==> src/rtl/trace_capture_sequencer.sv <==
// Trigger sequencer for the CW305 trace capture path: arms on host request, fires a
// programmable-length trigger pulse on a fresh edge of the selected source, then holds off.
module trace_capture_sequencer #(
    parameter int pLEN_WIDTH   = 16,
    parameter int pCOUNT_WIDTH = 8
) (
    input  logic                    trace_clk,
    input  logic                    reset,
    input  logic                    I_arm,
    input  logic                    I_disarm,
    input  logic                    I_source_sel,
    input  logic                    I_m3_trig,
    input  logic                    I_trace_trig,
    input  logic [pLEN_WIDTH-1:0]   I_trig_len,
    input  logic [pLEN_WIDTH-1:0]   I_holdoff,
    input  logic                    I_auto_rearm,
    input  logic                    I_clear_count,
    output logic                    O_trig_out,
    output logic                    O_armed,
    output logic                    O_busy,
    output logic [pCOUNT_WIDTH-1:0] O_capture_count
);

    typedef enum logic [1:0] {IDLE, ARMED, FIRE, HOLDOFF} state_t;

    localparam logic [pLEN_WIDTH-1:0]   LEN_ONE   = 1;
    localparam logic [pCOUNT_WIDTH-1:0] COUNT_ONE = 1;

    state_t                  state, next_state;
    logic [pLEN_WIDTH-1:0]   cycle_count, next_cycle_count;
    logic [pLEN_WIDTH-1:0]   holdoff_latched, next_holdoff;
    logic [pCOUNT_WIDTH-1:0] next_capture_count;
    logic                    m3_hist, trace_hist;
    logic                    trig_edge, fire_start;

    // Each source keeps its own history, so switching the select never fabricates an edge.
    assign trig_edge = I_source_sel ? (I_trace_trig & ~trace_hist)
                                    : (I_m3_trig & ~m3_hist);

    always_comb begin
        next_state       = state;
        next_cycle_count = cycle_count;
        next_holdoff     = holdoff_latched;
        fire_start       = 1'b0;
        case (state)
            IDLE: begin
                if (I_arm && !I_disarm)
                    next_state = ARMED;
            end
            ARMED: begin
                if (I_disarm) begin
                    next_state = IDLE;
                end else if (trig_edge) begin
                    next_state       = FIRE;
                    fire_start       = 1'b1;
                    next_cycle_count = (I_trig_len == '0) ? '0 : I_trig_len - LEN_ONE;
                    next_holdoff     = I_holdoff;
                end
            end
            FIRE: begin
                if (I_disarm) begin
                    next_state = IDLE;
                end else if (cycle_count == '0) begin
                    if (holdoff_latched != '0) begin
                        next_state       = HOLDOFF;
                        next_cycle_count = holdoff_latched - LEN_ONE;
                    end else begin
                        next_state = I_auto_rearm ? ARMED : IDLE;
                    end
                end else begin
                    next_cycle_count = cycle_count - LEN_ONE;
                end
            end
            HOLDOFF: begin
                if (I_disarm)
                    next_state = IDLE;
                else if (cycle_count == '0)
                    next_state = I_auto_rearm ? ARMED : IDLE;
                else
                    next_cycle_count = cycle_count - LEN_ONE;
            end
            default: next_state = IDLE;
        endcase
    end

    // Clear takes effect before the increment, so a clear on a fire cycle leaves 1.
    always_comb begin
        next_capture_count = I_clear_count ? '0 : O_capture_count;
        if (fire_start && (next_capture_count != '1))
            next_capture_count = next_capture_count + COUNT_ONE;
    end

    always_ff @(posedge trace_clk) begin
        if (reset) begin
            state           <= IDLE;
            cycle_count     <= '0;
            holdoff_latched <= '0;
            m3_hist         <= 1'b0;
            trace_hist      <= 1'b0;
            O_trig_out      <= 1'b0;
            O_armed         <= 1'b0;
            O_busy          <= 1'b0;
            O_capture_count <= '0;
        end else begin
            state           <= next_state;
            cycle_count     <= next_cycle_count;
            holdoff_latched <= next_holdoff;
            m3_hist         <= I_m3_trig;
            trace_hist      <= I_trace_trig;
            O_trig_out      <= (next_state == FIRE);
            O_armed         <= (next_state == ARMED);
            O_busy          <= (next_state == FIRE) || (next_state == HOLDOFF);
            O_capture_count <= next_capture_count;
        end
    end

endmodule

==> config.mk <==
export PLATFORM = sky130hd
export DESIGN_NAME = trace_capture_sequencer
export DESIGN_NICKNAME = d
export VERILOG_FILES = /design/src/rtl/trace_capture_sequencer.sv
export SDC_FILE = /design/constraint.sdc
export NUM_CORES = 1
export LEC_CHECK = 0
export ABC_CLOCK_PERIOD_IN_PS = 3380
export CAP_MARGIN = 0
export CORE_ASPECT_RATIO = 1.4
export CORE_MARGIN = 2
export CORE_UTILIZATION = 53
export CTS_CLUSTER_SIZE = 40
export DETAILED_ROUTE_END_ITERATION = 8
export PLACE_DENSITY = 0.83
export SLEW_MARGIN = 20
export SYNTH_ARGS = -nofsm -noshare
export SYNTH_HDL_FRONTEND = slang
export SYNTH_SLANG_ARGS = --single-unit
==> constraint.sdc <==
create_clock -name trace_clk -period 3.38 [get_ports trace_clk]
set_clock_uncertainty 0.2 [all_clocks]
set_input_delay 0.338 -clock trace_clk [delete_from_list [all_inputs] [get_ports trace_clk]]
set_output_delay 0.338 -clock trace_clk [all_outputs]
set_load 0.03 [all_outputs]
### Yosys cells after proc, flatten, opt, wreduce, memory -nomap -nowiden

Index checks and enable logic that the tools add are counted.

| word-level totals | value |
|---|---|
| output and inout bits | 11 |
| input port bits | 41 |
| word-level logic and storage cells | 67 |
| bits in registers | 47 |

| operators by class | value |
|---|---|
| eq/ne operators | 13 |
| $add $sub $neg | 4 |
| multiplexer cells | 25 |
| reductions and logical operators | 11 |
| bitwise gates (word level) | 5 |

Operator list:

| operator | count |
|---|---|
| $mux 16 | 8 |
| $pmux 16 s3 | 1 |
| $sub 16x1->16 const B | 3 |
| $logic_not 16->1 | 2 |
| $mux 2 | 8 |
| $mux 8 | 2 |
| $reduce_bool 16->1 | 1 |
| $ne 2x2->1 const B | 5 |
| $add 8x1->8 const B | 1 |
| $eq 2x2->1 const B | 4 |
| $ne 8x8->1 const B | 1 |
| $pmux 2 s4 | 1 |
| $reduce_and 7->1 | 1 |
| $mux 1 | 5 |
| $eq 2x1->1 const B | 2 |
| $ne 3x3->1 const B | 1 |
| $not 1->1 | 3 |
| $reduce_and 3->1 | 1 |
| $reduce_bool 3->1 | 1 |
| $and 1x1->1 | 2 |
| $logic_and 1x1->1 | 2 |
| $logic_not 2->1 | 1 |
| $logic_not 1->1 | 1 |
| $logic_or 1x1->1 | 1 |

### Longest topological paths before layout

Gate-level depths: netlist of run 1.

| depth | value |
|---|---|
| word-level depth | 8 |
| mapped depth | 9 |
| mapped depth without buffers | 8 |

### Worst setup path before layout of run 1

No wires, ideal clock.

| path | value |
|---|---|
| kind | register to register |
| from | register cycle_count[0] |
| to | register cycle_count[15] |
| required time | 3063 ps |
| setup time | 117 ps |
| buffers on the path | 0 |
| cell stages (with the launch flop) | 9 |
| arrival | 2093 ps |
| clock period less this slack | 2410 ps |
| setup slack | 970 ps |
| cell sequence | dfxtp_1 inv_1 ha_1 or4b_4 or3_4 o21ai_4 nor4_1 a311o_1 a32o_1 |

| between the ends | value |
|---|---|
| longest elaborated chain between the ends | 4 |
| elaborated cells on any way between the ends | 10 |
| those cells by class | add/sub: 1; eq/ne: 2; mux: 5; reduce/logical: 2 |

Ends and longest elaborated chain:

| what | RTL line | RTL |
|---|---|---|
| from (decl) | 30 | `logic [pLEN_WIDTH-1:0] cycle_count, next_cycle_count;` |
| from (signal assigned) | 106 | `cycle_count <= next_cycle_count;` |
| $sub 16x1->16 / $logic_not 16->1 (equally long branches) | - |  |
| $mux 16, on equally long branches | 77, 63 |  |
| $mux 16, on equally long branches | 75, 61 |  |
| $pmux 16 s3 | 45 | `case (state)` |

Several ways; a longest one is shown, not always the timed one. The select of a mux whose other input is x is not followed.
A chain may end at the register's enable or synchronous reset.

### Worst setup path in the final report of run 1

| path | value |
|---|---|
| from | register cycle_count[0] |
| to | register cycle_count[6] |

Same word-level chain as after synthesis.

==> results of run 1 <==
[cells by family (layout without fill, tap and decap cells)]
logic type,count (synthesis),count (layout),synth area share
compound gates,73,73,0.159
mux,20,20,0.0659
xor+xnor,35,35,0.101
simple gates,177,177,0.304
fa+ha+maj,7,7,0.0288
flops,47,47,0.310
buf+inv,24,76,0.0313
[final cells by class]
class                           instances  area (um^2)
Clock buffer                            6         82.6
Clock inverter                          2         16.3
Fill cell                             486         1810
Inverter                               12         45.0
Multi-Input combinational cell        312         2000
Sequential cell                        47          941
Tap cell                               68         85.1
Timing Repair Buffer                   56          548
[final timing paths]
| path | cells after the start | startpoint | endpoint | slack [ns] |
|---|---|---|---|---|
| max | 8 | cycle_count[0]$_SDFFE_PP0P_ | cycle_count[6]$_SDFFE_PP0P_ | 0.71 |
| min | 2 | cycle_count[14]$_SDFFE_PP0P_ | cycle_count[14]$_SDFFE_PP0P_ | 0.29 |
| max reg2reg | 8 | cycle_count[0]$_SDFFE_PP0P_ | cycle_count[6]$_SDFFE_PP0P_ | 0.71 |
| min reg2reg | 2 | cycle_count[14]$_SDFFE_PP0P_ | cycle_count[14]$_SDFFE_PP0P_ | 0.29 |
[sequential cells by signal, summed over array words and instances (netlist names)]
register	count
trace_hist	1
O_capture_count	8
cycle_count	16
state	2
O_armed	1
O_trig_out	1
m3_hist	1
O_busy	1
holdoff_latched	16
[stage by stage]
step	setup slack [ns]	utilization	power, mW	cell area, um^2
floorplan	0.970	-	0.770	3040
detailed placement	0.488	0.655	0.879	3620
finish	0.710	0.673	1.24	3720
CTS	0.723	0.673	1.24	3720
global route	0.539	0.673	1.29	3720
global placement	0.530	0.655	0.877	3620
[synthesized netlist by cell type, drive strengths merged (6+ instances only)]
cell | instances | area share
nand2 | 28 | 0.035
a21oi | 17 | 0.028
clkbuf | 7 | 0.0087
nor3 | 18 | 0.031
dfxtp | 47 | 0.31
a31oi | 8 | 0.016
nor2 | 62 | 0.077
inv | 12 | 0.015
nor2b | 6 | 0.012
mux2i | 20 | 0.066
o21ai | 23 | 0.043
xnor2 | 22 | 0.063
xor2 | 13 | 0.037
nor4 | 12 | 0.030
or3 | 12 | 0.026
nand3 | 7 | 0.012
ha | 7 | 0.029
[power by group through the flow]
| stage | sequential, mW | combinational, mW | clock (mW) |
|---|---|---|---|
| floorplan | 0.588 | 0.182 | 0 |
| global route | 0.578 | 0.321 | 0.387 |
| detailed placement | 0.589 | 0.290 | 0 |
| finish | 0.576 | 0.295 | 0.364 |
| CTS | 0.576 | 0.292 | 0.371 |
| global placement | 0.588 | 0.289 | 0 |
[per-layer routing]
| metal | up-vias | share of wire |
|---|---|---|
| li1 | 1485 | - |
| met1 | 1370 | 0.40 |
| met2 | 93 | 0.52 |
| met3 | 20 | 0.048 |
| met4 | 0 | 0.028 |
| met5 | - | 0 |
[worst max-delay path: stages, from the launching register on]
cell     delay, ns
dfxtp_1       0.37
inv_1         0.10
ha_1          0.14
or4b_4        0.50
or3_4         0.42
nor2_2        0.32
nand3_1       0.17
a31oi_1       0.21
a21oi_1       0.10
==> results.md, run 1 <==
* Leak at between 1 and 1.5 nW
* H-Tree Depth at 2
* Hold crit path type: reg -> reg
* Vias/cell at ~5.9
* Max frequency at ~0.37 GHz
* CTS Sinks at 47
* VDD IR max at roughly 0.36 mV
* GRT Residual Overflow at 0
* Cells after DPL at 495
* Largest net degree at the start of global routing at 29
* CP Launch Type: register
* Critical path arrival at between 2 and 3 ns
* Ys async rst share at 0
* Initial antenna violation count at 0
* Dpl hpwl at approximately 6000 um
* Resized Gates After CTS at 0
* Busiest grt layer: met2
* M2 GR Usage at 0.471
* M1 GR Usage at 0.306
* Netlist Area Pre-Place at a little over 3000 um^2
* First DRT Iteration DRCs at between 100 and 150
* Std cell rows at 32
* Worst Path Max Fanout at 9
* Mapped Nets at approximately 430
* Sequential area share after synthesis at 0.310
* GRT Util Overall at 0.262
* Global-route wire length before repair at between 10000 and 15000 um
* Final Max Slew Viols at 0
* Synth Warn # at 0
* Reg power frac at 0.466
* Hold-fix buffers, CTS at 0
* Syn Area/Cell at roughly 7.9 um^2
* Outcome: completed
* Hold_ws at 0.288 ns
* Final hold vios at 0
* Antenna diodes at 0
* Crit share post-route at 0.790
* Clock share of power at 0.295
* Drt total wl at just under 8000 um
* Effective utilization at floorplan at 0.550
* Vias at between 2000 and 3000
* Comb pwr share at 0.239
* Power Internal at 0.864 mW
* Die area at 6360 um^2
* Period minus WS final at ~2.7 ns
* Post-route DRC at 0
* EDFF count, synth at 0
* Sw Pwr at 0.372 mW
* PwrDens at around 330 nW/um^2
* IO buf count at just over 50
* Area delta synth->final at 22.5%
* Wire length per cell at around 16 um
* Layout cell share with drive strength beyond 1 at 0.0598
* Drt pass-1 iters at 4
* Vias in the first global route at about 2800
* DRT antenna net count at 0
* Yosys reg bits at between 40 and 50
* Commonest non-fill, non-tap cell in the layout: nor2_1
* Max transition margin at 0.539
* Setup tns final at 0 ns
* Met3 usage at 0.0349
* Max Cap Viol at 0
* CTS clock-pin slew for the worst setup and hold paths at around 0.10 ns
* Net count, final at 482
* Most frequent cells in the layout: nor2_1, clkdlybuf4s50_1, dfxtp_1, nand2_1, xnor2_1
* Placeable Area at ~5500 um^2
* Dominant synthesized flop cell: dfxtp_1
* Least-Margin Pin Slew at just under 0.7 ns
* WS Path Type: reg -> reg
* GPL Wtd Cong at 0.996
* Endpoints failing setup at 0
* Die width at 68.0 um
* Cells after synthesis at 383
* Worst-skew pair later-pin latency at 0.30 ns
* RSZ-0062 raised after global routing: no
* Die H at about 94 um
* Sw Share at 0.301
* Final Non-Filler Cells at 503
* WP data required at 3.34 ns
* Setup crit end kind: register
* Synth unique cells at between 50 and 60
* Clock tree buffer depth at 2
* TritonCTS buffer count at 5
* Clock Root Buffer: clkbuf_8
* CTS tree: built
* Top-level port count at 52
* Post-CTS setup buffer count at 0
No activity file was read; power rests on OpenSTA's default activity.
==> inputs of run 2 (changes only) <==
Settings changed: ABC_CLOCK_PERIOD_IN_PS 3380 to 2500.
Clock period 3.38 ns to 2.5 ns, I/O delays scaled along.
==> results.md, run 2 (synthesized netlist as in run 1, its figures left out) <==
* Clock tree buffer depth at 2
* Wire length per cell at roughly 16 um
* CTS tree: built
* Reg2Reg Depth at 7
* Setup tns final at 0 ns
* Antenna diodes at 0
* Drt pass-1 iters at 4
* VDD IR max at 0.450 mV
* Final hold vios at 0
* Dpl hpwl at roughly 6600 um
* Final Non-Filler Cells at 551
* CTS Sinks at 47
* Largest net degree at the start of global routing at 25
* Dpl ws at -0.217 ns
* DP Area at approximately 4000 um^2
* GRT Residual Overflow at 0
* Outcome: completed
* PwrDens at between 400 and 500 nW/um^2
* GRT Util Overall at 0.285
* DRT antenna net count at 0
* Vias at around 3300
* Critical path arrival at 2.44 ns
* R2R Setup Slk at around 0.045 ns
* Worst reg2reg endpoint: cycle_count[9]$_SDFFE_PP0P_
* Worst Path Max Fanout at 15
* Setup crit end kind: register
* Placeable Area at around 5500 um^2
* Max transition margin at 0.628
* Clock Root Buffer: clkbuf_8
* Std cell rows at 32
* Final WS setup at roughly 0.045 ns
* CP Launch Type: register
* Least-Margin Pin Slew at 0.553 ns
* Endpoints failing setup at 0
* Worst-skew pair later-pin latency at roughly 0.3 ns
* Post-route DRC at 0
* Final Max Slew Viols at 0
* Area delta synth->final at 36.8%
* WP data required at roughly 2.5 ns
* Max Cap Viol at 0
* Hold_ws at between 0.2 and 0.3 ns
* Hold crit path type: reg -> reg
* Final instance area at approximately 4200 um^2
* CTS clock-pin slew for the worst setup and hold paths at ~0.09 ns
* Global-route wire length before repair at about 14000 um
* IO buf count at 51
* Die width at just under 70 um
* Hold Path Cell Cnt at 2
* Die H at 93.6 um
* TritonCTS buffer count at 5
* Worst hold start: cycle_count[14]$_SDFFE_PP0P_
* Fill count at a little over 400
* Period minus WS final at 2.46 ns
* Net count, final at 530
* WS Path Type: reg -> reg
* Leak at about 1.8 nW
* Vias in the first global route at ~3100
* Effective utilization at floorplan at 0.550
* Crit share post-route at 0.982
* Die area at ~6400 um^2
* GPL Wtd Cong at 1.10
* Top-level port count at 52
* Cells after DPL at between 500 and 600
* Commonest non-fill, non-tap cell in the layout: nor2_1
* Hold EP: cycle_count[14]$_SDFFE_PP0P_
* Most frequent cells in the layout: nor2_1, buf_4, clkdlybuf4s50_1, dfxtp_1, nand2_1
* Vias/cell at between 5 and 6
* Post-layout util at 0.752
* Final Power at between 1.5 and 2 mW
* Layout cell share with drive strength beyond 1 at 0.170
* First DRT Iteration DRCs at about 170
* Biggest regs: cycle_count x16, holdoff_latched x16, O_capture_count x8
* R2R Path Start: holdoff_latched[8]$_SDFFE_PP0P_
* Initial antenna violation count at 0
* Max frequency at ~0.4 GHz
* H-Tree Depth at 2
* Drt total wl at slightly below 9000 um
-- run 2: cell types whose count changed in the layout (fill, tap and decap cells not counted), moves of 2 or more --
cell,before,now
o21ai_0,21,18
o21ai_1,0,3
buf_4,5,52
dfxtp_2,0,2
nor4_1,11,8
dfxtp_1,47,45
inv_1,12,10
nor4_2,0,2
inv_2,0,2
-- run 2: final cells by class --
class                      instances  area, um^2  share of cell area
inverter                          12        45.0              0.0108
clock buffer                       6        82.6              0.0199
sequential                        47         943               0.227
timing repair buffer             104         921               0.222
multi-input combinational        312        2040               0.491
clock inverter                     2        35.0             0.00844
tap                               68        85.1              0.0205
-- run 2: report_power, final --
| group | internal, mW | total [mW] | leakage [nW] | switching, mW |
|---|---|---|---|---|
| sequential | 0.762 | 0.776 | 0.381 | 0.0144 |
| clock | 0.324 | 0.580 | 0.0612 | 0.257 |
| combinational | 0.234 | 0.478 | 1.32 | 0.244 |
| total | 1.32 | 1.83 | 1.76 | 0.515 |
-- run 2: worst max-delay path by stage --
stage	start	endpoint	slack, ns	depth (start not counted)
2_1_floorplan	cycle_count[0]$_SDFFE_PP0P_	cycle_count[15]$_SDFFE_PP0P_	0.09	8
3_3_place_gp	I_trig_len[8]	cycle_count[15]$_SDFFE_PP0P_	-0.17	7
3_5_place_dp	I_trig_len[8]	cycle_count[15]$_SDFFE_PP0P_	-0.22	7
4_1_cts	cycle_count[1]$_SDFFE_PP0P_	cycle_count[15]$_SDFFE_PP0P_	0.01	8
5_1_grt	cycle_count[0]$_SDFFE_PP0P_	cycle_count[15]$_SDFFE_PP0P_	-0.003	8
6_report	holdoff_latched[8]$_SDFFE_PP0P_	cycle_count[9]$_SDFFE_PP0P_	0.04	7
-- run 2: metal layers --
metal,up-vias,track usage,part of all wire
met1,1519,0.314,0.39
met5,-,0,0
met4,0,0.172,0.050
met2,132,0.489,0.50
met3,32,0.0505,0.058
li1,1580,-,-
-- run 2: critical path, cell delays in order, from the launching register on --
cell     delay [ns]
dfxtp_1        0.35
or4_1          0.60
nor4_2         0.25
a21oi_1        0.22
o21ba_2        0.30
buf_4          0.19
o21ai_0        0.18
a21oi_1        0.05
-- run 2: timing repair --
action | CTS | global route
buffers inserted | 0 | 2
hold buffers | 0 | 0
endpoints found under the setup margin | 0 | 15
resized for setup | 0 | 13
